**config.mk**
```make
export PLATFORM = sky130hd
export DESIGN_NAME = block_disparity_search_flat
export DESIGN_NICKNAME = d
export VERILOG_FILES = /design/src/rtl/stereo_pkg.sv /design/src/rtl/block_disparity_search_if.sv /design/src/rtl/block_disparity_search_row_sad.sv /design/src/rtl/block_disparity_search.sv /design/src/flat_wrapper.sv
export SDC_FILE = /design/constraint.sdc
export NUM_CORES = 2
export LEC_CHECK = 0
export ABC_AREA = 0
export BUFFER_PORTS_ARGS = -buffer_cell sky130_fd_sc_hd__buf_2
export CORE_AREA = 2 2 350 352
export CTS_CLUSTER_SIZE = 14
export DETAILED_ROUTE_END_ITERATION = 10
export DIE_AREA = 0 0 352 354
export GPL_TIMING_DRIVEN = 0
export MAX_ROUTING_LAYER = met4
export PLACE_DENSITY_LB_ADDON = 0.2
export SETUP_SLACK_MARGIN = 0.5
export SLEW_MARGIN = 40
export SYNTH_ARGS = -nofsm -noshare
export SYNTH_HDL_FRONTEND = slang
export SYNTH_HIERARCHICAL = 1
export SYNTH_SLANG_ARGS = --single-unit
```
**constraint.sdc**
```tcl
create_clock -name clk_in -period 48.7 [get_ports clk_in]
set_clock_uncertainty 0.15 [all_clocks]
set_input_delay 7.305 -clock clk_in [delete_from_list [all_inputs] [get_ports clk_in]]
set_output_delay 7.305 -clock clk_in [all_outputs]
set_load 0.005 [all_outputs]
```
**src/rtl/stereo_pkg.sv**
```systemverilog
// Shared definitions for the stereo disparity search.
// Contents: pixel/word/SAD widths, the search FSM state type and the
// pix() helper that extracts pixel c from a packed row word (pixel c
// occupies bits [8c+7:8c]).
package stereo_pkg;

    localparam int PIX_W      = 8;
    localparam int BLOCK_SIZE = 6;
    localparam int WORD_W     = 48;
    localparam int SAD_W      = 14;
    localparam int ROW_W      = 11;
    localparam int DISP_W     = 3;

    typedef enum logic [1:0] {
        IDLE  = 2'd0,
        ACCUM = 2'd1,
        DONE  = 2'd2
    } search_state_t;

    // Word is sized for a full right-strip row; left rows are zero-extended.
    function automatic logic [PIX_W-1:0] pix(input logic [2*WORD_W-1:0] word,
                                             input int c);
        return word[c*PIX_W +: PIX_W];
    endfunction

endpackage

```
**src/rtl/block_disparity_search_if.sv**
```systemverilog
// Block/strip input bundle and result outputs of block_disparity_search.
// Handshake: a block is taken on a rising clock edge where valid_in and
// ready_out are both high; valid_in seen while ready_out is low is
// dropped, not queued. valid_out is a one-cycle pulse marking best_disp
// and best_sad as a fresh result; those two hold until the next pulse.
//   valid_in, left_block[6], right_front[6], right_back[6] : master -> slave
//   ready_out, valid_out, best_disp, best_sad               : slave -> master
interface block_disparity_search_if;
    import stereo_pkg::*;

    logic                   valid_in;
    logic [WORD_W-1:0]      left_block  [BLOCK_SIZE];
    logic [WORD_W-1:0]      right_front [BLOCK_SIZE];
    logic [WORD_W-1:0]      right_back  [BLOCK_SIZE];
    logic                   ready_out;
    logic                   valid_out;
    logic [DISP_W-1:0]      best_disp;
    logic [SAD_W-1:0]       best_sad;

    modport slave (
        input  valid_in, left_block, right_front, right_back,
        output ready_out, valid_out, best_disp, best_sad
    );

    modport master (
        output valid_in, left_block, right_front, right_back,
        input  ready_out, valid_out, best_disp, best_sad
    );

endinterface

```
**src/rtl/block_disparity_search_row_sad.sv**
```systemverilog
// row_sad: combinational SAD of one 6-pixel left row against the right
// strip row shifted by disparity disp_i.
// Ports:
//   left_row_i  [47:0] left row, pixel c at [8c+7:8c]
//   right_row_i [95:0] {right_back, right_front} row, strip pixel k at [8k+7:8k]
//   disp_i      [2:0]  candidate disparity (0..6)
//   sum_o       [10:0] sum of the six absolute differences
module row_sad
    import stereo_pkg::*;
(
    input  logic [WORD_W-1:0]   left_row_i,
    input  logic [2*WORD_W-1:0] right_row_i,
    input  logic [DISP_W-1:0]   disp_i,
    output logic [ROW_W-1:0]    sum_o
);

    logic [PIX_W-1:0] ad [BLOCK_SIZE];
    logic [PIX_W:0]   s01, s23, s45;
    logic [PIX_W+1:0] s0123;

    always_comb begin
        logic [PIX_W-1:0] a;
        logic [PIX_W-1:0] b;
        for (int c = 0; c < BLOCK_SIZE; c++) begin
            a     = pix({{WORD_W{1'b0}}, left_row_i}, c);
            b     = pix(right_row_i, c + int'(disp_i));
            ad[c] = (a >= b) ? (a - b) : (b - a);
        end
    end

    // Balanced tree: 3 x 9-bit pair sums, one 10-bit sum, final 11-bit.
    always_comb begin
        s01   = {1'b0, ad[0]} + {1'b0, ad[1]};
        s23   = {1'b0, ad[2]} + {1'b0, ad[3]};
        s45   = {1'b0, ad[4]} + {1'b0, ad[5]};
        s0123 = {1'b0, s01} + {1'b0, s23};
        sum_o = {1'b0, s0123} + {2'b00, s45};
    end

endmodule

```
**src/rtl/block_disparity_search.sv**
```systemverilog
// block_disparity_search: captures one 6x6 left block and a 12-pixel-wide
// right strip, evaluates SAD for disparities 0..MAX_DISP one row per cycle
// and reports the lowest-SAD disparity (lowest disparity wins ties).
// Ports:
//   clk_in       clock
//   rst_in       asynchronous active-high reset
//   bus          block_disparity_search_if.slave (inputs, handshake, results)
//   dbg_state_o  current FSM state
module block_disparity_search
    import stereo_pkg::*;
#(
    parameter int MAX_DISP = 6
) (
    input  logic                      clk_in,
    input  logic                      rst_in,
    block_disparity_search_if.slave   bus,
    output search_state_t             dbg_state_o
);

    search_state_t      state_q, state_d;
    logic [WORD_W-1:0]  left_q  [BLOCK_SIZE];
    logic [WORD_W-1:0]  front_q [BLOCK_SIZE];
    logic [WORD_W-1:0]  back_q  [BLOCK_SIZE];
    logic [DISP_W-1:0]  disp_q, disp_d;
    logic [2:0]         row_q, row_d;
    logic [SAD_W-1:0]   acc_q, acc_d;
    logic [SAD_W-1:0]   run_sad_q, run_sad_d;
    logic [DISP_W-1:0]  run_disp_q, run_disp_d;
    logic [SAD_W-1:0]   out_sad_q, out_sad_d;
    logic [DISP_W-1:0]  out_disp_q, out_disp_d;

    logic               accept;
    logic [ROW_W-1:0]   row_sum;
    logic [SAD_W-1:0]   total;
    logic               better;
    logic               last_row;
    logic               last_disp;

    row_sad u_row_sad (
        .left_row_i  (left_q[row_q]),
        .right_row_i ({back_q[row_q], front_q[row_q]}),
        .disp_i      (disp_q),
        .sum_o       (row_sum)
    );

    assign total     = acc_q + {{(SAD_W-ROW_W){1'b0}}, row_sum};
    assign better    = total < run_sad_q;
    assign last_row  = row_q == 3'(BLOCK_SIZE - 1);
    assign last_disp = disp_q == DISP_W'(MAX_DISP);

    always_comb begin
        state_d    = state_q;
        disp_d     = disp_q;
        row_d      = row_q;
        acc_d      = acc_q;
        run_sad_d  = run_sad_q;
        run_disp_d = run_disp_q;
        out_sad_d  = out_sad_q;
        out_disp_d = out_disp_q;
        accept     = 1'b0;
        case (state_q)
            IDLE: begin
                if (bus.valid_in) begin
                    accept     = 1'b1;
                    disp_d     = '0;
                    row_d      = '0;
                    acc_d      = '0;
                    run_sad_d  = '1;
                    run_disp_d = '0;
                    state_d    = ACCUM;
                end
            end
            ACCUM: begin
                if (!last_row) begin
                    acc_d = total;
                    row_d = row_q + 3'd1;
                end else begin
                    acc_d = '0;
                    row_d = '0;
                    if (better) begin
                        run_sad_d  = total;
                        run_disp_d = disp_q;
                    end
                    if (last_disp) begin
                        // Publish the final winner, including this last candidate.
                        out_sad_d  = better ? total  : run_sad_q;
                        out_disp_d = better ? disp_q : run_disp_q;
                        state_d    = DONE;
                    end else begin
                        disp_d = disp_q + DISP_W'(1);
                    end
                end
            end
            DONE:    state_d = IDLE;
            default: state_d = IDLE;
        endcase
    end

    always_ff @(posedge clk_in or posedge rst_in) begin
        if (rst_in) begin
            state_q    <= IDLE;
            disp_q     <= '0;
            row_q      <= '0;
            acc_q      <= '0;
            run_sad_q  <= '0;
            run_disp_q <= '0;
            out_sad_q  <= '0;
            out_disp_q <= '0;
        end else begin
            state_q    <= state_d;
            disp_q     <= disp_d;
            row_q      <= row_d;
            acc_q      <= acc_d;
            run_sad_q  <= run_sad_d;
            run_disp_q <= run_disp_d;
            out_sad_q  <= out_sad_d;
            out_disp_q <= out_disp_d;
        end
    end

    // Capturing the words lets the fetcher refill while the search runs.
    always_ff @(posedge clk_in or posedge rst_in) begin
        if (rst_in) begin
            for (int r = 0; r < BLOCK_SIZE; r++) begin
                left_q[r]  <= '0;
                front_q[r] <= '0;
                back_q[r]  <= '0;
            end
        end else if (accept) begin
            left_q  <= bus.left_block;
            front_q <= bus.right_front;
            back_q  <= bus.right_back;
        end
    end

    assign bus.ready_out = (state_q == IDLE);
    assign bus.valid_out = (state_q == DONE);
    assign bus.best_disp = out_disp_q;
    assign bus.best_sad  = out_sad_q;
    assign dbg_state_o   = state_q;

endmodule

```
**src/flat_wrapper.sv**
```systemverilog
// flat-port wrapper written by rule: the top's interface ports become plain ports
module block_disparity_search_flat import stereo_pkg::*;
#(
    parameter int MAX_DISP = 6
)
  (clk_in, rst_in, dbg_state_o, bus_valid_in, bus_left_block, bus_right_front, bus_right_back, bus_ready_out, bus_valid_out, bus_best_disp, bus_best_sad);
  block_disparity_search_if bus_i ();
  input  logic clk_in;
  input  logic rst_in;
  output search_state_t dbg_state_o;
  input wire logic [$bits(bus_i.valid_in)-1:0] bus_valid_in;
  input wire logic [$bits(bus_i.left_block)-1:0] bus_left_block;
  input wire logic [$bits(bus_i.right_front)-1:0] bus_right_front;
  input wire logic [$bits(bus_i.right_back)-1:0] bus_right_back;
  output wire logic [$bits(bus_i.ready_out)-1:0] bus_ready_out;
  output wire logic [$bits(bus_i.valid_out)-1:0] bus_valid_out;
  output wire logic [$bits(bus_i.best_disp)-1:0] bus_best_disp;
  output wire logic [$bits(bus_i.best_sad)-1:0] bus_best_sad;
  assign bus_i.valid_in = bus_valid_in;
  assign bus_i.left_block = {>>{bus_left_block}};
  assign bus_i.right_front = {>>{bus_right_front}};
  assign bus_i.right_back = {>>{bus_right_back}};
  assign bus_ready_out = bus_i.ready_out;
  assign bus_valid_out = bus_i.valid_out;
  assign bus_best_disp = bus_i.best_disp;
  assign bus_best_sad = bus_i.best_sad;
  block_disparity_search #(.MAX_DISP(MAX_DISP)) u_core (.clk_in(clk_in), .rst_in(rst_in), .bus(bus_i), .dbg_state_o(dbg_state_o));
endmodule
```
== Yosys cells after proc, flatten, opt, wreduce, memory -nomap -nowiden ==
Cells that the tools add are included.

* Bits in registers: 920
* Latch bits: 0
* Memory bits (writable): 0
* Memory bits (read-only): 0
* Input port bits: 867
* Output and inout bits: 21
* Word-level logic and storage cells: 118
* Memories: 0

* Add/sub/neg operators: 25
* Multipliers: 0
* Divide/modulo/power cells: 0
* Order comparisons: 8
* Equality and inequality tests: 8
* Shift-type cells: 6
* Muxes and demuxes: 37
* Bitwise operators: 1
* Reduce and logical (&&, ||, !) cells: 7

{| class="wikitable"
|+ Operator list
! kind !! number
|-
| variable part select 96 x 8 -> 8 bit || 5
|-
| binary-select mux 48 bit (select 3 bit) || 3
|-
| 2-to-1 mux 48 bit || 6
|-
| variable part select 96 x 7 -> 8 bit || 1
|-
| subtractor 8 bit || 12
|-
| 2-to-1 mux 14 bit || 5
|-
| case mux 14 bit (2 select lines) || 2
|-
| >= comparator 8 bit || 6
|-
| 2-to-1 mux 8 bit || 6
|-
| adder 8 x 8 -> 9 bit || 3
|-
| 2-to-1 mux 3 bit || 6
|-
| case mux 3 bit (2 select lines) || 3
|-
| adder 14 x 11 -> 14 bit || 1
|-
| less-than comparator 14 bit || 1
|-
| adder 10 x 9 -> 11 bit || 1
|-
| adder 9 x 9 -> 10 bit || 1
|-
| AND reduction 3 bit || 3
|-
| adder 2 x 3 -> 4 bit, first input constant || 2
|-
| adder 3 x 3 -> 4 bit, first input constant || 2
|-
| adder 3 x 1 -> 3 bit, second input constant || 2
|-
| equality test 3 bit, second input constant || 2
|-
| 2-to-1 mux 2 bit || 3
|-
| adder 1 x 3 -> 4 bit, first input constant || 1
|-
| >= comparator 4 bit, second input constant || 1
|-
| 11 further kinds || 14
|}

== Depth between registers and ports, before layout ==
* Word-level depth: 15
* Depth in mapped cells: 48

== Cells and area by module ==
Netlist, hierarchy kept.

{| class="wikitable"
|+ By module, submodules not included
! module !! instances !! cells an instance !! area an instance (um^2) !! seq. area each (um^2)
|-
| block_disparity_search || 1 || 4685 || 42010.3 || 23022.1
|-
| row_sad || 1 || 834 || 7174.4 || 0.0
|}

== Least setup slack after synthesis ==
No wires, ideal clock.

* Kind: reg-to-reg
* Start: register u_core.row_q[0]
* End: register u_core.run_sad_q[7]
* Setup time: 136 ps
* Arrival time: 10026 ps
* Slack: 38388 ps
* Stages on the path, launching flop included: 44
* Buffers on the path: 6
* Cell sequence: dfrtp_1 > buf_2 > buf_2 > buf_2 > clkbuf_1 > mux2i_1 > o22ai_1 > mux4_2 > nor2_1 > a21o_1 > inv_1 > ha_1 > and2_4 > a221o_1 > a31o_2 > a221oi_4 > mux2i_1 > xnor2_1 > (+8 left out) > a21oi_1 > o21bai_1 > a21o_1 > a21oi_1 > nor2_1 > ha_1 > clkbuf_1 > a21oi_1 > nor2b_1 > a221o_1 > a211oi_2 > ha_1 > a21o_1 > a21o_1 > a21oi_1 > nand3_2 > buf_2 > mux2i_1

* Cells in the longest elaborated chain, start to end: 15
* Elaborated cells between the ends (all ways): 53

{| class="wikitable"
|+ RTL lines
! item !! RTL line !! source
|-
| start: declaration || block_disparity_search.sv:25 || <nowiki>logic [2:0] row_q, row_d;</nowiki>
|-
| start signal: assignment || block_disparity_search.sv:112 || <nowiki>row_q <= row_d;</nowiki>
|-
| inverter 3 -> 4 bit (not written as such) (*) || block_disparity_search.sv:40, block_disparity_search.sv:41 ||
|-
| binary-select mux 48 bit (select 3 bit) || block_disparity_search.sv:41 || <nowiki>.right_row_i ({back_q[row_q], front_q[row_q]}),</nowiki>
|-
| 2-to-1 mux 48 bit (not written as such) (2 in series) || block_disparity_search.sv:41 ||
|-
| variable part select 96 x 8 -> 8 bit or variable part select 96 x 7 -> 8 bit (tied branches) || stereo_pkg.sv:23 || <nowiki>return word[c*PIX_W +: PIX_W];</nowiki>
|-
| subtractor 8 bit or >= comparator 8 bit (tied branches) || block_disparity_search_row_sad.sv:27 || <nowiki>ad[c] = (a >= b) ? (a - b) : (b - a);</nowiki>
|-
| 2-to-1 mux 8 bit || block_disparity_search_row_sad.sv:27 ||
|-
| adder 8 x 8 -> 9 bit (on tied branches) || block_disparity_search_row_sad.sv:33, block_disparity_search_row_sad.sv:34 ||
|-
| adder 9 x 9 -> 10 bit || block_disparity_search_row_sad.sv:36 || <nowiki>s0123 = {1'b0, s01} + {1'b0, s23};</nowiki>
|-
| adder 10 x 9 -> 11 bit (*) || block_disparity_search_row_sad.sv:37 || <nowiki>sum_o = {1'b0, s0123} + {2'b00, s45};</nowiki>
|-
| via u_core.row_sum[10] || block_disparity_search.sv:33 || <nowiki>logic [ROW_W-1:0] row_sum;</nowiki>
|-
| adder 14 x 11 -> 14 bit (*) || block_disparity_search.sv:46 || <nowiki>assign total = acc_q + {{(SAD_W-ROW_W){1'b0}}, row_sum};</nowiki>
|-
| less-than comparator 14 bit (*) || block_disparity_search.sv:47 || <nowiki>assign better = total < run_sad_q;</nowiki>
|-
| 2-to-1 mux 14 bit (*) || block_disparity_search.sv:80 || <nowiki>if (better) begin</nowiki>
|-
| 2-to-1 mux 14 bit (*) || block_disparity_search.sv:74 || <nowiki>if (!last_row) begin</nowiki>
|-
| case mux 14 bit (2 select lines) (*) || block_disparity_search.sv:61 || <nowiki>case (state_q)</nowiki>
|-
| end signal: assignment || block_disparity_search.sv:114 || <nowiki>run_sad_q <= run_sad_d;</nowiki>
|-
| end: declaration || block_disparity_search.sv:27 || <nowiki>logic [SAD_W-1:0] run_sad_q, run_sad_d;</nowiki>
|}

The timed path passes the listed nets; every way through them passes the cells marked *. The select of a mux whose other input is x is not followed.
A chain may end at the register's enable or synchronous reset.

== Worst setup path in the final report ==
Same ends and word-level chain as after synthesis.

==> flow_summary.toml <==
[layout]
finalNetCount = 7566
areaGrowthSynthToFinish_pct = 21.4
drive_gt1_share_pct = 20.7
fin_cells = 8277
fill_cells = 11600
design_area_sq_um = 59700

[setup_path]
crit_type = "register to register"
startpoint_type = "register"
crit_top_cell = "a21o_1"
critPathBufInv = 10
endpoint_kind = "register"
slowest_stage = "mux4_2"
slowest_delay_ns = 0.63
rr_worst_depth = 44
reg2reg_setup_slack_ns = 35.52
crit_required_ns = 49.08
cp_max_fo = 10
path_delay_family = "compound AO/OA/AOI/OAI gates"
cp.arrival_ns = 13.55
cp.depth = 44

[global_route]
grt_pass1_vias = 44100
antenna_found_initial = 52
grt_max_degree = 74
grt_overflow = 0
grt_first_pass_wirelength_um = 285000
grtUsageTotal_pct = 31.8

[timing]
slew_headroom_pct = 38.7
grt_setup_unrepaired = "false"
report.final.slew_viol_count = 0
finalCriticalPeriod_ns = 13.18
finalSetupTns_ns = 0
tightest_slew_ns = 0.920
period_share_pct = 27.1
setup_viol = 0
fmax_mhz = 75.9
hold_viol_final = 0

[yosys]
synthArstFlopShare_pct = 100
syn_nets = 6557
yosysWarnings = 6
ys_types = 63
ys_seq_area_share_pct = 46.8
synth_edf_count = 0
synth_area_sq_um = 49200
synthCells = 5519
avgSynthCellArea_sq_um = 8.91
synth-seq-cells = 920
synthFlopType = "dfrtp_1"

[cts]
cts.sinks = 920
h-tree-depth = 3
post_cts_resized = 0
cts_made_buffers = 101
hold_buffers = 0
tritoncts = "yes"
clk_pin_slew_worst_paths_ns = 0.06
postCtsSetupRepairBufs = 0
cts-root-buf = "clkbuf_16"
clockBufferDepth = 3
clk-insertion-delay-late_ns = 0.72

[placement]
place_inst = 8049
place_hpwl_um = 156000
gp_congestion = 1.01
portBuffers = 887
placed_cell_area_sq_um = 56200

[floorplan]
start_util_pct = 40.7
die_height_um = 354
fp-row-count = 128
coreArea_sq_um = 121000
dieWidth_um = 352
dieArea_sq_um = 125000
ios = 888

[status]
status = "finished clean"

[routing]
drt-vias-per-instance = 5.23
drcViolationCount = 0
drtAntennaViolNets = 0
drt_iter0_markers = 3253
first_pass_iters = 5
avgRoutedWirePerCell_um = 23.6
wl_um = 195000
vias = 43200

[run]
maxCapViolCount = 0

[pwr]
peakVddDrop_v = 0.0000259
p_total_mw = 1.61
power.density_nw_per_um2 = 27.1
power.leakage_nw = 33.4

[min_path]
hold_depth = 2
hp-class = "register to register"
power by group:
part	total [mW]	internal [mW]	switching (mW)
Sequential	0.764	0.764	0
Clock	0.785	0.451	0.334
Combinational	0.0655	0.0284	0.0370
Total	1.61	1.24	0.371
worst register-to-register path: cells and delay by family (launching register included):
kind            cells  cell delay (ns)
compound gates     16             4.32
fa+ha+maj           8             3.11
buf+inv            10             2.11
mux                 4             1.64
simple gates        5             1.16
flops               1             0.31
xor+xnor            1             0.18
worst paths after layout:
kind / startpoint / endpoint
max: u_core/row_q[0] / u_core/run_sad_q[7]
max reg2reg: u_core/row_q[0] / u_core/run_sad_q[7]
min: u_core/back_q[233] / u_core/back_q[233]
min reg2reg: u_core/back_q[233] / u_core/back_q[233]
max in group asynchronous: rst_in / u_core/back_q[24]
min in group asynchronous: rst_in / u_core/bus.best_sad[13]
cells in the final DEF (no fill, tap or decap), drive strengths merged, types with 7 or more instances in the layout:
master / instances
dfrtp: 920
o21bai: 12
o211ai: 7
ha: 126
o21a: 13
xnor2: 22
and3: 8
o21ai: 53
nor2: 65
nand2: 2657
nand4: 11
nor2b: 9
fa: 45
nand2b: 15
mux2i: 259
a21o: 51
mux4: 188
a221oi: 10
clkbuf: 416
diode: 48
mux2: 21
a31oi: 21
clkinv: 20
xor2: 27
inv: 321
a211oi: 13
nand3: 40
o22ai: 145
a21oi: 81
buf: 972
cells by family (layout without fill, tap and decap cells):
logic type	Yosys count	after routing	synth area share, %
other cells	0	48	0
xor+xnor	49	49	0.873
fa+ha+maj	171	171	5.04
simple gates	2830	2830	22.1
mux	468	468	14.4
compound gates	428	428	5.69
buf+inv	653	1738	5.12
flops	920	920	46.8
routing by layer:
layer  vias up  wire [um]  GRT usage [%]
met4         0       7920           12.9
met2      1624      95600           52.1
li1      19900          -              -
met1     21300      79900           39.6
met5         -          0              -
met3       359      11700           4.58
Yosys cell counts (22+ instances only):
library cell	instances	area, sq um
a21o_1	50	375
a21oi_1	80	400
buf_2	48	240
clkbuf_1	266	998
dfrtp_1	920	23000
fa_1	45	901
ha_1	126	1580
inv_1	319	1200
mux2i_1	259	2590
mux4_2	188	4230
nand2_1	2657	9970
nand3_1	39	195
nor2_1	65	244
o21ai_0	52	260
o22ai_1	145	907
xnor2_1	22	193
xor2_1	27	236
metrics by stage:
stage	hold WS (ns)	worst slack [ns]	utilization, %
after floorplan	0.290	15.38	-
after global placement	0.303	4.29	46.0
after detailed placement	0.307	35.81	46.5
after CTS	0.322	35.70	49.3
after global routing	0.337	34.84	49.4
final	0.319	35.52	49.4
sequential cells by signal, summed over array words and instances (netlist names):
| signal | count |
|---|---|
| u_core/run_disp_q | 3 |
| u_core/row_q | 3 |
| u_core/back_q | 288 |
| u_core/dbg_state_o | 2 |
| u_core/bus.best_sad | 14 |
| u_core/front_q | 288 |
| u_core/acc_q | 14 |
| u_core/bus.best_disp | 3 |
| u_core/left_q | 288 |
| u_core/run_sad_q | 14 |
| u_core/disp_q | 3 |
area by class of cell:
| cell class | count | area (sq um) | share of cell area (%) |
|---|---|---|---|
| flip-flops and latches | 920 | 23000 | 38.6 |
| clock inverters | 31 | 410 | 0.687 |
| clock buffers | 148 | 2980 | 4.98 |
| inverters | 319 | 1200 | 2.02 |
| diodes | 48 | 120 | 0.201 |
| plain buffers | 334 | 1350 | 2.27 |
| well taps | 1625 | 2030 | 3.41 |
| multi-input cells | 3946 | 23700 | 39.6 |
| repair buffers | 906 | 4930 | 8.25 |
Power figures use the tool's default switching activity.
